**config.mk**
```make
export PLATFORM = sky130hd
export DESIGN_NAME = i2c_slave_regs
export DESIGN_NICKNAME = d
export VERILOG_FILES = /design/src/rtl/i2c_pkg.sv /design/src/rtl/i2c_sync_edge.sv /design/src/rtl/i2c_slave_regs.sv
export SDC_FILE = /design/constraint.sdc
export NUM_CORES = 1
export LEC_CHECK = 0
export BUFFER_PORTS_ARGS = -buffer_cell sky130_fd_sc_hd__buf_2
export CAP_MARGIN = 20
export CORE_UTILIZATION = 58
export DETAILED_ROUTE_END_ITERATION = 8
export GPL_ROUTABILITY_DRIVEN = 0
export GPL_TIMING_DRIVEN = 0
export PLACE_DENSITY = 0.81
export SLEW_MARGIN = 20
export SYNTH_ARGS = -nofsm -noshare
export SYNTH_HDL_FRONTEND = slang
export SYNTH_SLANG_ARGS = --single-unit
```
**constraint.sdc**
```tcl
create_clock -name clk -period 2.65 [get_ports clk]
set_input_delay 0.53 -clock clk [delete_from_list [all_inputs] [get_ports clk]]
set_output_delay 0.53 -clock clk [all_outputs]
set_load 0.01 [all_outputs]
```
**src/rtl/i2c_pkg.sv**
```systemverilog
// Shared definitions for the I2C register-window target.
package i2c_pkg;

  // Protocol FSM states.
  typedef enum logic [3:0] {
    IDLE,
    ADDR,
    ADDR_ACK,
    PTR,
    PTR_ACK,
    WR_DATA,
    WR_ACK,
    RD_DATA,
    RD_ACK,
    WAIT_STOP
  } i2c_state_t;

  // SDA level of the acknowledge bit.
  localparam logic I2C_ACK  = 1'b0;
  localparam logic I2C_NACK = 1'b1;

endpackage

```
**src/rtl/i2c_sync_edge.sv**
```systemverilog
// Two-flop synchroniser for an asynchronous pad input, with single-cycle
// rise/fall pulses derived from the synchronised level.
module i2c_sync_edge #(
  parameter logic RESET_VAL = 1'b1
) (
  input  logic clk,
  input  logic reset_n,
  input  logic d_i,
  output logic level_o,
  output logic rise_o,
  output logic fall_o
);

  // [0],[1] synchronise; [2] holds the previous synchronised level.
  logic [2:0] sync_q;

  // Shift the pad sample through the synchroniser and edge-history flop.
  always_ff @(posedge clk or negedge reset_n) begin
    if (!reset_n) sync_q <= {3{RESET_VAL}};
    else          sync_q <= {sync_q[1:0], d_i};
  end

  assign level_o = sync_q[1];
  assign rise_o  =  sync_q[1] & ~sync_q[2];
  assign fall_o  = ~sync_q[1] &  sync_q[2];

endmodule

```
**src/rtl/i2c_slave_regs.sv**
```systemverilog
// Oversampled I2C target exposing a register window through a write strobe
// and a combinational read-fetch port, with an auto-incrementing pointer.
module i2c_slave_regs
  import i2c_pkg::*;
#(
  parameter logic [6:0] SLAVE_ADDR = 7'b1010100,
  parameter int         NUM_REGS   = 16,
  parameter int         PTR_W      = $clog2(NUM_REGS)
) (
  input  logic             clk,
  input  logic             reset_n,
  input  logic             scl_i,
  input  logic             sda_i,
  output logic             sda_oe,
  output logic             valid_address,
  output logic             busy,
  output logic             wr_en,
  output logic [PTR_W-1:0] wr_addr,
  output logic [7:0]       wr_data,
  output logic [PTR_W-1:0] rd_addr,
  input  logic [7:0]       rd_data
);

  logic scl_lvl, scl_rise, scl_fall;
  logic sda_lvl, sda_rise, sda_fall;

  // Bus idles high, so the synchronisers reset to 1 to avoid false edges.
  i2c_sync_edge #(.RESET_VAL(1'b1)) u_scl_sync (
    .clk     (clk),
    .reset_n (reset_n),
    .d_i     (scl_i),
    .level_o (scl_lvl),
    .rise_o  (scl_rise),
    .fall_o  (scl_fall)
  );

  i2c_sync_edge #(.RESET_VAL(1'b1)) u_sda_sync (
    .clk     (clk),
    .reset_n (reset_n),
    .d_i     (sda_i),
    .level_o (sda_lvl),
    .rise_o  (sda_rise),
    .fall_o  (sda_fall)
  );

  logic start_det, stop_det;
  assign start_det = sda_fall & scl_lvl;
  assign stop_det  = sda_rise & scl_lvl;

  i2c_state_t       state_q, state_d;
  logic [3:0]       bit_cnt_q, bit_cnt_d;
  logic [7:0]       shift_q, shift_d;
  logic [PTR_W-1:0] ptr_q, ptr_d;
  logic             ack_phase_q, ack_phase_d;
  logic             rw_q, rw_d;
  logic             sda_oe_q, sda_oe_d;
  logic             valid_q, valid_d;
  logic             busy_q, busy_d;
  logic             wr_en_q, wr_en_d;
  logic [PTR_W-1:0] wr_addr_q, wr_addr_d;
  logic [7:0]       wr_data_q, wr_data_d;

  logic [7:0] byte_in;
  assign byte_in = {shift_q[6:0], sda_lvl};

  function automatic logic [PTR_W-1:0] ptr_inc(input logic [PTR_W-1:0] p);
    if (p == PTR_W'(NUM_REGS - 1)) return '0;
    else                           return p + 1'b1;
  endfunction

  // Protocol state register and registered bus/host outputs.
  always_ff @(posedge clk or negedge reset_n) begin
    if (!reset_n) begin
      state_q     <= IDLE;
      bit_cnt_q   <= '0;
      shift_q     <= '0;
      ptr_q       <= '0;
      ack_phase_q <= 1'b0;
      rw_q        <= 1'b0;
      sda_oe_q    <= 1'b0;
      valid_q     <= 1'b0;
      busy_q      <= 1'b0;
      wr_en_q     <= 1'b0;
      wr_addr_q   <= '0;
      wr_data_q   <= '0;
    end else begin
      state_q     <= state_d;
      bit_cnt_q   <= bit_cnt_d;
      shift_q     <= shift_d;
      ptr_q       <= ptr_d;
      ack_phase_q <= ack_phase_d;
      rw_q        <= rw_d;
      sda_oe_q    <= sda_oe_d;
      valid_q     <= valid_d;
      busy_q      <= busy_d;
      wr_en_q     <= wr_en_d;
      wr_addr_q   <= wr_addr_d;
      wr_data_q   <= wr_data_d;
    end
  end

  // Next-state decode: START/STOP override everything, then per-state
  // bit sampling on SCL rise and SDA drive changes on SCL fall.
  always_comb begin
    state_d     = state_q;
    bit_cnt_d   = bit_cnt_q;
    shift_d     = shift_q;
    ptr_d       = ptr_q;
    ack_phase_d = ack_phase_q;
    rw_d        = rw_q;
    sda_oe_d    = sda_oe_q;
    valid_d     = 1'b0;
    busy_d      = busy_q;
    wr_en_d     = 1'b0;
    wr_addr_d   = wr_addr_q;
    wr_data_d   = wr_data_q;

    if (start_det) begin
      state_d     = ADDR;
      bit_cnt_d   = '0;
      ack_phase_d = 1'b0;
      sda_oe_d    = 1'b0;
    end else if (stop_det) begin
      state_d     = IDLE;
      busy_d      = 1'b0;
      ack_phase_d = 1'b0;
      sda_oe_d    = 1'b0;
    end else begin
      unique case (state_q)
        IDLE: ;

        ADDR: begin
          if (scl_rise) begin
            shift_d   = byte_in;
            bit_cnt_d = bit_cnt_q + 4'd1;
            if (bit_cnt_q == 4'd7) begin
              if (byte_in[7:1] == SLAVE_ADDR) begin
                valid_d     = 1'b1;
                busy_d      = 1'b1;
                rw_d        = byte_in[0];
                ack_phase_d = 1'b0;
                state_d     = ADDR_ACK;
              end else begin
                busy_d  = 1'b0;
                state_d = WAIT_STOP;
              end
            end
          end
        end

        // First SCL fall drives ACK; the second ends the ACK slot.
        ADDR_ACK: begin
          if (scl_fall) begin
            if (!ack_phase_q) begin
              sda_oe_d    = ~I2C_ACK;
              ack_phase_d = 1'b1;
            end else begin
              ack_phase_d = 1'b0;
              bit_cnt_d   = '0;
              if (rw_q) begin
                shift_d  = rd_data;
                sda_oe_d = ~rd_data[7];
                ptr_d    = ptr_inc(ptr_q);
                state_d  = RD_DATA;
              end else begin
                sda_oe_d = 1'b0;
                state_d  = PTR;
              end
            end
          end
        end

        PTR: begin
          if (scl_rise) begin
            shift_d   = byte_in;
            bit_cnt_d = bit_cnt_q + 4'd1;
            if (bit_cnt_q == 4'd7) begin
              if ({1'b0, byte_in} < 9'(NUM_REGS)) begin
                ptr_d       = byte_in[PTR_W-1:0];
                ack_phase_d = 1'b0;
                state_d     = PTR_ACK;
              end else begin
                state_d = WAIT_STOP;
              end
            end
          end
        end

        PTR_ACK, WR_ACK: begin
          if (scl_fall) begin
            if (!ack_phase_q) begin
              sda_oe_d    = ~I2C_ACK;
              ack_phase_d = 1'b1;
            end else begin
              sda_oe_d    = 1'b0;
              ack_phase_d = 1'b0;
              bit_cnt_d   = '0;
              state_d     = WR_DATA;
            end
          end
        end

        WR_DATA: begin
          if (scl_rise) begin
            shift_d   = byte_in;
            bit_cnt_d = bit_cnt_q + 4'd1;
            if (bit_cnt_q == 4'd7) begin
              wr_en_d     = 1'b1;
              wr_addr_d   = ptr_q;
              wr_data_d   = byte_in;
              ptr_d       = ptr_inc(ptr_q);
              ack_phase_d = 1'b0;
              state_d     = WR_ACK;
            end
          end
        end

        // Byte stays unshifted in shift_q; bit_cnt selects the bit to drive.
        RD_DATA: begin
          if (scl_rise) begin
            bit_cnt_d = bit_cnt_q + 4'd1;
          end else if (scl_fall) begin
            if (bit_cnt_q == 4'd8) begin
              sda_oe_d    = 1'b0;
              ack_phase_d = 1'b0;
              state_d     = RD_ACK;
            end else begin
              sda_oe_d = ~shift_q[3'(4'd7 - bit_cnt_q)];
            end
          end
        end

        RD_ACK: begin
          if (scl_rise) begin
            if (sda_lvl == I2C_ACK) begin
              ack_phase_d = 1'b1;
            end else begin
              busy_d  = 1'b0;
              state_d = WAIT_STOP;
            end
          end else if (scl_fall && ack_phase_q) begin
            ack_phase_d = 1'b0;
            bit_cnt_d   = '0;
            shift_d     = rd_data;
            sda_oe_d    = ~rd_data[7];
            ptr_d       = ptr_inc(ptr_q);
            state_d     = RD_DATA;
          end
        end

        WAIT_STOP: sda_oe_d = 1'b0;

        default: begin
          state_d  = IDLE;
          sda_oe_d = 1'b0;
        end
      endcase
    end
  end

  assign sda_oe        = sda_oe_q;
  assign valid_address = valid_q;
  assign busy          = busy_q;
  assign wr_en         = wr_en_q;
  assign wr_addr       = wr_addr_q;
  assign wr_data       = wr_data_q;
  assign rd_addr       = ptr_q;

endmodule

```
# Word level (Yosys, flattened, before mapping)

Cells that the tools add are included.

Add/sub/neg operators: 3
Multiply operators: 0
Divide/modulo/power cells: 0
$lt $le $gt $ge: 2
Equality and inequality tests: 57
Shift-type cells: 0
Multiplexer cells: 98
Bitwise operators: 14
Reductions and logical operators: 22

Operator list:

| cell                  | number |
|---|---|
| $mux W4               | 38 |
| $ne A4 B4 Y1 const B  | 17 |
| $mux W8               | 6 |
| $mux W1               | 45 |
| $pmux W4 S8           | 1 |
| $pmux W8 S3           | 1 |
| $ne A2 B2 Y1 const B  | 11 |
| $eq A4 B3 Y1 const B  | 5 |
| $eq A4 B4 Y1 const B  | 4 |
| $pmux W4 S4           | 1 |
| $reduce_and A16 Y1    | 1 |
| $ne A3 B1 Y1 const B  | 5 |
| $ne A3 B3 Y1 const B  | 5 |
| $reduce_and A15 Y1    | 1 |
| $reduce_and A7 Y1     | 2 |
| $reduce_and A13 Y1    | 1 |
| $pmux W4 S3           | 1 |
| $reduce_and A6 Y1     | 2 |
| $ne A5 B5 Y1 const B  | 2 |
| $reduce_and A9 Y1     | 1 |
| $add A4 B1 Y4 const B | 2 |
| $eq A4 B2 Y1 const B  | 2 |
| $lt A8 B5 Y1 const B  | 1 |
| $not A1 Y1            | 8 |
| 23 further kinds      | 33 |

Register bits after elaboration: 44
Latch bits: 0
Bits in writable memories: 0
Memory bits (read-only): 0
Logic and storage cells: 210
Memories: 0

# Depth between registers and ports, before layout

Depth after elaboration: 10
Gate-level depth with buffers: 7
Mapped depth without buffers: 7

# Modules after synthesis

A second synthesis with hierarchy kept.

Cells, all modules: 300
Area total of the unflattened synthesis: 2665.1 um2

Modules (own cells, without submodules):

| module         | times used | cells each | area each (um2) |
|---|---|---|---|
| i2c_slave_regs | 1          | 290        | 2477.4 |
| i2c_sync_edge  | 2          | 5          | 93.8 |

# Least setup slack after synthesis

No wires, ideal clock.

Path kind: register to register
Start point: reg u_sda_sync.sync_q[1]
End point: reg wr_addr_q[0] (netlist: wr_addr[0])
Library setup time: 0.125 ns
Data arrival time: 2.067 ns
Required time: 2.525 ns
Slack: 0.458 ns
Cell stages (with the launch flop): 7
Buffers on the path: 2
Clock period less this slack: 2.192 ns
Cell sequence: dfstp_2 clkbuf_1 xor2_1 and2_1 nor3_1 buf_2 mux2_2

Longest elaborated chain between the ends: 5
Elaborated cells between the ends (all ways): 8
Those cells by class: bitwise: 7; reduce/logical: 1

Ends and longest elaborated chain:

| element                       | line                 | text |
|---|---|---|
| start: declaration            | i2c_sync_edge.sv:15  | `logic [2:0] sync_q;` |
| start signal: assignment      | i2c_sync_edge.sv:19  | `if (!reset_n) sync_q <= {3{RESET_VAL}};` |
| start signal: assignment      | i2c_sync_edge.sv:20  | `else sync_q <= {sync_q[1:0], d_i};` |
| $not A1 Y1                    | i2c_sync_edge.sv:25  | `assign fall_o = ~sync_q[1] & sync_q[2];` |
| $and A1 B1 Y1                 | i2c_sync_edge.sv:25  |  |
| $and A1 B1 Y1                 | i2c_slave_regs.sv:47 | `assign start_det = sda_fall & scl_lvl;` |
| $not A1 Y1 (no line)          | n/a                  |  |
| $reduce_and A5 Y1 (no line) * | n/a                  |  |
| end signal: assignment        | i2c_slave_regs.sv:97 | `wr_addr_q <= wr_addr_d;` |
| end: declaration              | i2c_slave_regs.sv:60 | `logic [PTR_W-1:0] wr_addr_q, wr_addr_d;` |

Every way passes the cells marked *; elsewhere a longest branch is shown, timed or not.
A chain may end at the register's enable or synchronous reset.

# Worst setup path in the final report

Start point: reg u_scl_sync.sync_q[1]
End point: reg wr_data_q[7] (netlist: wr_data[7])

Longest elaborated chain between the ends: 3
Elaborated cells between the ends (all ways): 6
Those cells by class: bitwise: 5; reduce/logical: 1

Ends and longest elaborated chain:

| element                          | line                                       | text |
|---|---|---|
| start: declaration               | i2c_sync_edge.sv:15                        |  |
| start signal: assignment         | i2c_sync_edge.sv:19                        |  |
| start signal: assignment         | i2c_sync_edge.sv:20                        |  |
| $and A1 B1 Y1 (on tied branches) | i2c_slave_regs.sv:48, i2c_slave_regs.sv:47 |  |
| $not A1 Y1 (no line)             | n/a                                        |  |
| $reduce_and A5 Y1 (no line) *    | n/a                                        |  |
| end signal: assignment           | i2c_slave_regs.sv:98                       | `wr_data_q <= wr_data_d;` |
| end: declaration                 | i2c_slave_regs.sv:61                       | `logic [7:0] wr_data_q, wr_data_d;` |

Marks and branches as above.

==> impl_metrics.ini <==
[logic_synthesis]
synth_top_family_by_area = compound AO/OA/AOI/OAI gates
synth.top_cells.by_area = sky130_fd_sc_hd__dfrtp_1, sky130_fd_sc_hd__mux2_2, sky130_fd_sc_hd__dfstp_2, sky130_fd_sc_hd__o21ai_0, sky130_fd_sc_hd__nand2_1
share_of_synthesized_area_spent_on_multiplexers = 0.146
synth-warning-count = 0
asyncSetResetFlopFracSynth = 1.00
yosys.area_share.simple = 0.177
register_bit_count_reported_by_yosys = 44
syn_nets = 271
syn_area_um2 = 2690
yosys.area.top_type_share = 0.354
yosys.area_share.xor_xnor = 0.00978
netlist_instances = 256
synth_edf_count = 0
synth_compound_area_frac = 0.199
synthDominantAreaCellType = sky130_fd_sc_hd__dfrtp_1
yosys.area_share.adder = 0.0140
ys.flop_type = sky130_fd_sc_hd__dfrtp_1
synthDistinctLibCells = 66
avgSynthCellArea_um2 = 10.5
synthMostInstantiatedCell = sky130_fd_sc_hd__dfrtp_1
fraction_of_the_yosys_area_taken_by_sequential_cells = 0.413
synth_top_cells_by_count = sky130_fd_sc_hd__dfrtp_1, sky130_fd_sc_hd__mux2_2, sky130_fd_sc_hd__nand2_1

[pwr]
total_power_mw = 3.36
static_leakage_nw = 1.37
power.ir.vdd_worst_v = 0.000715
pwrdens_nw_per_um2 = 1100

[outcome]
status = completed

[critical_path]
worstSetupStartpoint = u_scl_sync.sync_q[1]
critical-path-max-stage-delay_ns = 0.54
critical_path_cell_list = buf_2, nor2b_1, nand2_1, nor3_2, buf_2, mux2_2
timing.setup.critical_path_class = register to register
worst_ep_required_time_ns = 2.83
worst_path_max_delay_cell = sky130_fd_sc_hd__dfstp_2
crit_path_start_kind = register
cp_data_arrival_time_ns = 2.58
regToRegStartpoint = u_scl_sync.sync_q[1]
most_frequent_cell_on_critical_path = sky130_fd_sc_hd__buf_2
crit_path_max_fanout = 10
endpoint_kind = register
setup.reg_to_reg.worst_slack_ns = 0.25

[final_layout]
stdcell_count = 346
drive_gt1_frac = 0.357
post-route-cell-area_um2 = 3040
n_antenna_cell = 0
nets = 309
final.fill_count = 345
syn2layout_area_growth_pct = 13.3

[timing]
slew_viol_final = 0
finalCritPeriodShare = 0.907
fin_ws_ns = 0.245
timing_worst_slew_pin_value_ns = 0.828
fin_hold_ws_ns = 0.217
timing.final.setup_violations = 0
max_freq_mhz = 416
finalClockSkew_ns = 0.0110
grt_setup_unrepaired = false
timing_hold_violations_final = 0
maxSlewHeadroom = 0.443
period_minus_slack_ns = 2.40

[clock_network]
clock_sinks = 44
htree_levels = 2
clock_tree.buffer_depth = 2
tritoncts_clock_tree = yes
clk_transition_reported_paths_ns = 0.08
insertion_delay_ns = 0.30
cts_buffers = 5
cts_root_buf = sky130_fd_sc_hd__clkbuf_8

[job]
maxCapViolCount = 0

[grt]
overflow = 0
grt_antenna_before_repair = 0
via_count_of_the_first_global_routing_pass = 2249
grt_start_max_net_pins = 45
grt_first_pass_wirelength_mm = 10.9
groute.usage.overall = 0.283

[die]
placement_rows = 24
core_area_um2 = 4410
initial_core_util = 0.609
total_die_area_um2 = 4910
die-height_um = 70.1
die_x_extent_um = 70.1
ios = 32

[routing]
drt_first_iter_violations = 331
drt-wirelength-per-cell_um = 18.1
post-route-drc-count = 0
total_number_of_vias = 2262
routed_wirelength_mm = 6.28
detail_route.vias_per_cell = 6.54
drt_pass1_iterations = 5
ant_nets = 0

[placement]
detailedPlace.worstSlack_ns = -0.0677
placed_cells = 339
numPortBuffers = 31
dpl.hpwl_mm = 4.41
detailed_place.area_um2 = 2910

[min_path]
hold_path_class = input port to asynchronous set/reset pin
-- registers in the layout, summed over array words and instances (netlist names) --
| register | cells |
|---|---|
| shift_q | 8 |
| wr_data | 8 |
| bit_cnt_q | 4 |
| rd_addr | 4 |
| state_q | 4 |
| wr_addr | 4 |
| u_scl_sync.sync_q | 3 |
| u_sda_sync.sync_q | 3 |
| ack_phase_q | 1 |
| busy | 1 |
| rw_q | 1 |
| sda_oe | 1 |
| valid_address | 1 |
| wr_en | 1 |
-- power by group --
part	internal (mW)	total (mW)	switching [mW]	leakage [nW]
logic	0.797	1.72	0.921	0.735
registers	0.833	1.05	0.214	0.569
clock network	0.371	0.592	0.221	0.0642
total	2.00	3.36	1.36	1.37
-- final cells by class --
| type | count | area (um2) | area share |
|---|---|---|---|
| plain buffers | 13 | 77.6 | 0.0255 |
| clock buffers | 5 | 68.8 | 0.0226 |
| clock inverters | 2 | 60.1 | 0.0197 |
| inverters | 9 | 33.8 | 0.0111 |
| multi-input cells | 190 | 1470 | 0.484 |
| flip-flops and latches | 44 | 1110 | 0.364 |
| well taps | 52 | 65.1 | 0.0214 |
| repair buffers | 31 | 158 | 0.0518 |
-- critical path: cells and delay by family, from the launching register on --
family                 cells  cell delay (ns)
buffers and inverters      2             0.55
muxes                      1             0.37
and+or+nand+nor            3             0.83
DFF                        1             0.54
-- layer usage --
layer  wire length, um  vias up  global-route usage  part of all wire
met5                 0        -                   0                 0
met3               430       17              0.0606             0.069
met1              2710     1094               0.399              0.43
li1                  -     1041                   -                 -
met4               139        0               0.104             0.022
met2              2990      110               0.431              0.48
-- per-stage QoR --
stage                util  TNS (ns)
floorplan               -         0
global placement    0.658         0
detailed placement  0.658    -0.577
CTS                 0.689         0
global route        0.690         0
finish              0.690         0
-- path summary, 6_finish.rpt --
check                                       end  depth (start not counted)
setup / recovery                     wr_data[7]                          6
hold / removal                             busy                          1
setup reg to reg                     wr_data[7]                          6
hold reg to reg            u_sda_sync.sync_q[2]                          0
max in group asynchronous            shift_q[7]                          1
min in group clk           u_scl_sync.sync_q[0]                          1
-- placed cells by master, fill, tap and decap left out, types with 3 or more instances in the layout --
cell type / n
sky130_fd_sc_hd__o21ai_0: 16
sky130_fd_sc_hd__dfstp_2: 6
sky130_fd_sc_hd__and2_1: 3
sky130_fd_sc_hd__buf_4: 4
sky130_fd_sc_hd__a21oi_1: 11
sky130_fd_sc_hd__buf_2: 37
sky130_fd_sc_hd__or2_2: 3
sky130_fd_sc_hd__o211ai_1: 3
sky130_fd_sc_hd__nor2b_1: 5
sky130_fd_sc_hd__nor3_1: 4
sky130_fd_sc_hd__nand3_1: 7
sky130_fd_sc_hd__clkbuf_8: 5
sky130_fd_sc_hd__dfrtp_1: 38
sky130_fd_sc_hd__mux2_2: 30
sky130_fd_sc_hd__ha_1: 3
sky130_fd_sc_hd__nor2_1: 9
sky130_fd_sc_hd__o31ai_1: 7
sky130_fd_sc_hd__nand2b_1: 3
sky130_fd_sc_hd__inv_1: 9
sky130_fd_sc_hd__nand2_1: 18
sky130_fd_sc_hd__a21o_1: 3
-- cell families (layout without fill, tap and decap cells) --
kind of cell               after synthesis  in the layout
and+or+nand+nor                         78             78
AOI/OAI and AO/OA                       73             73
DFF                                     44             44
muxes                                   33             33
buffers and inverters                   22             60
adders and majority gates                3              3
xor gates and xnor gates                 3              3
-- timing repair --
item	CTS	global route
gates resized for setup	1	2
hold buffers	0	0
pin swaps	0	0
setup endpoints to repair	9	9
endpoints found under the hold margin	0	0
buffers inserted	0	0
Power figures use the tool's default switching activity.
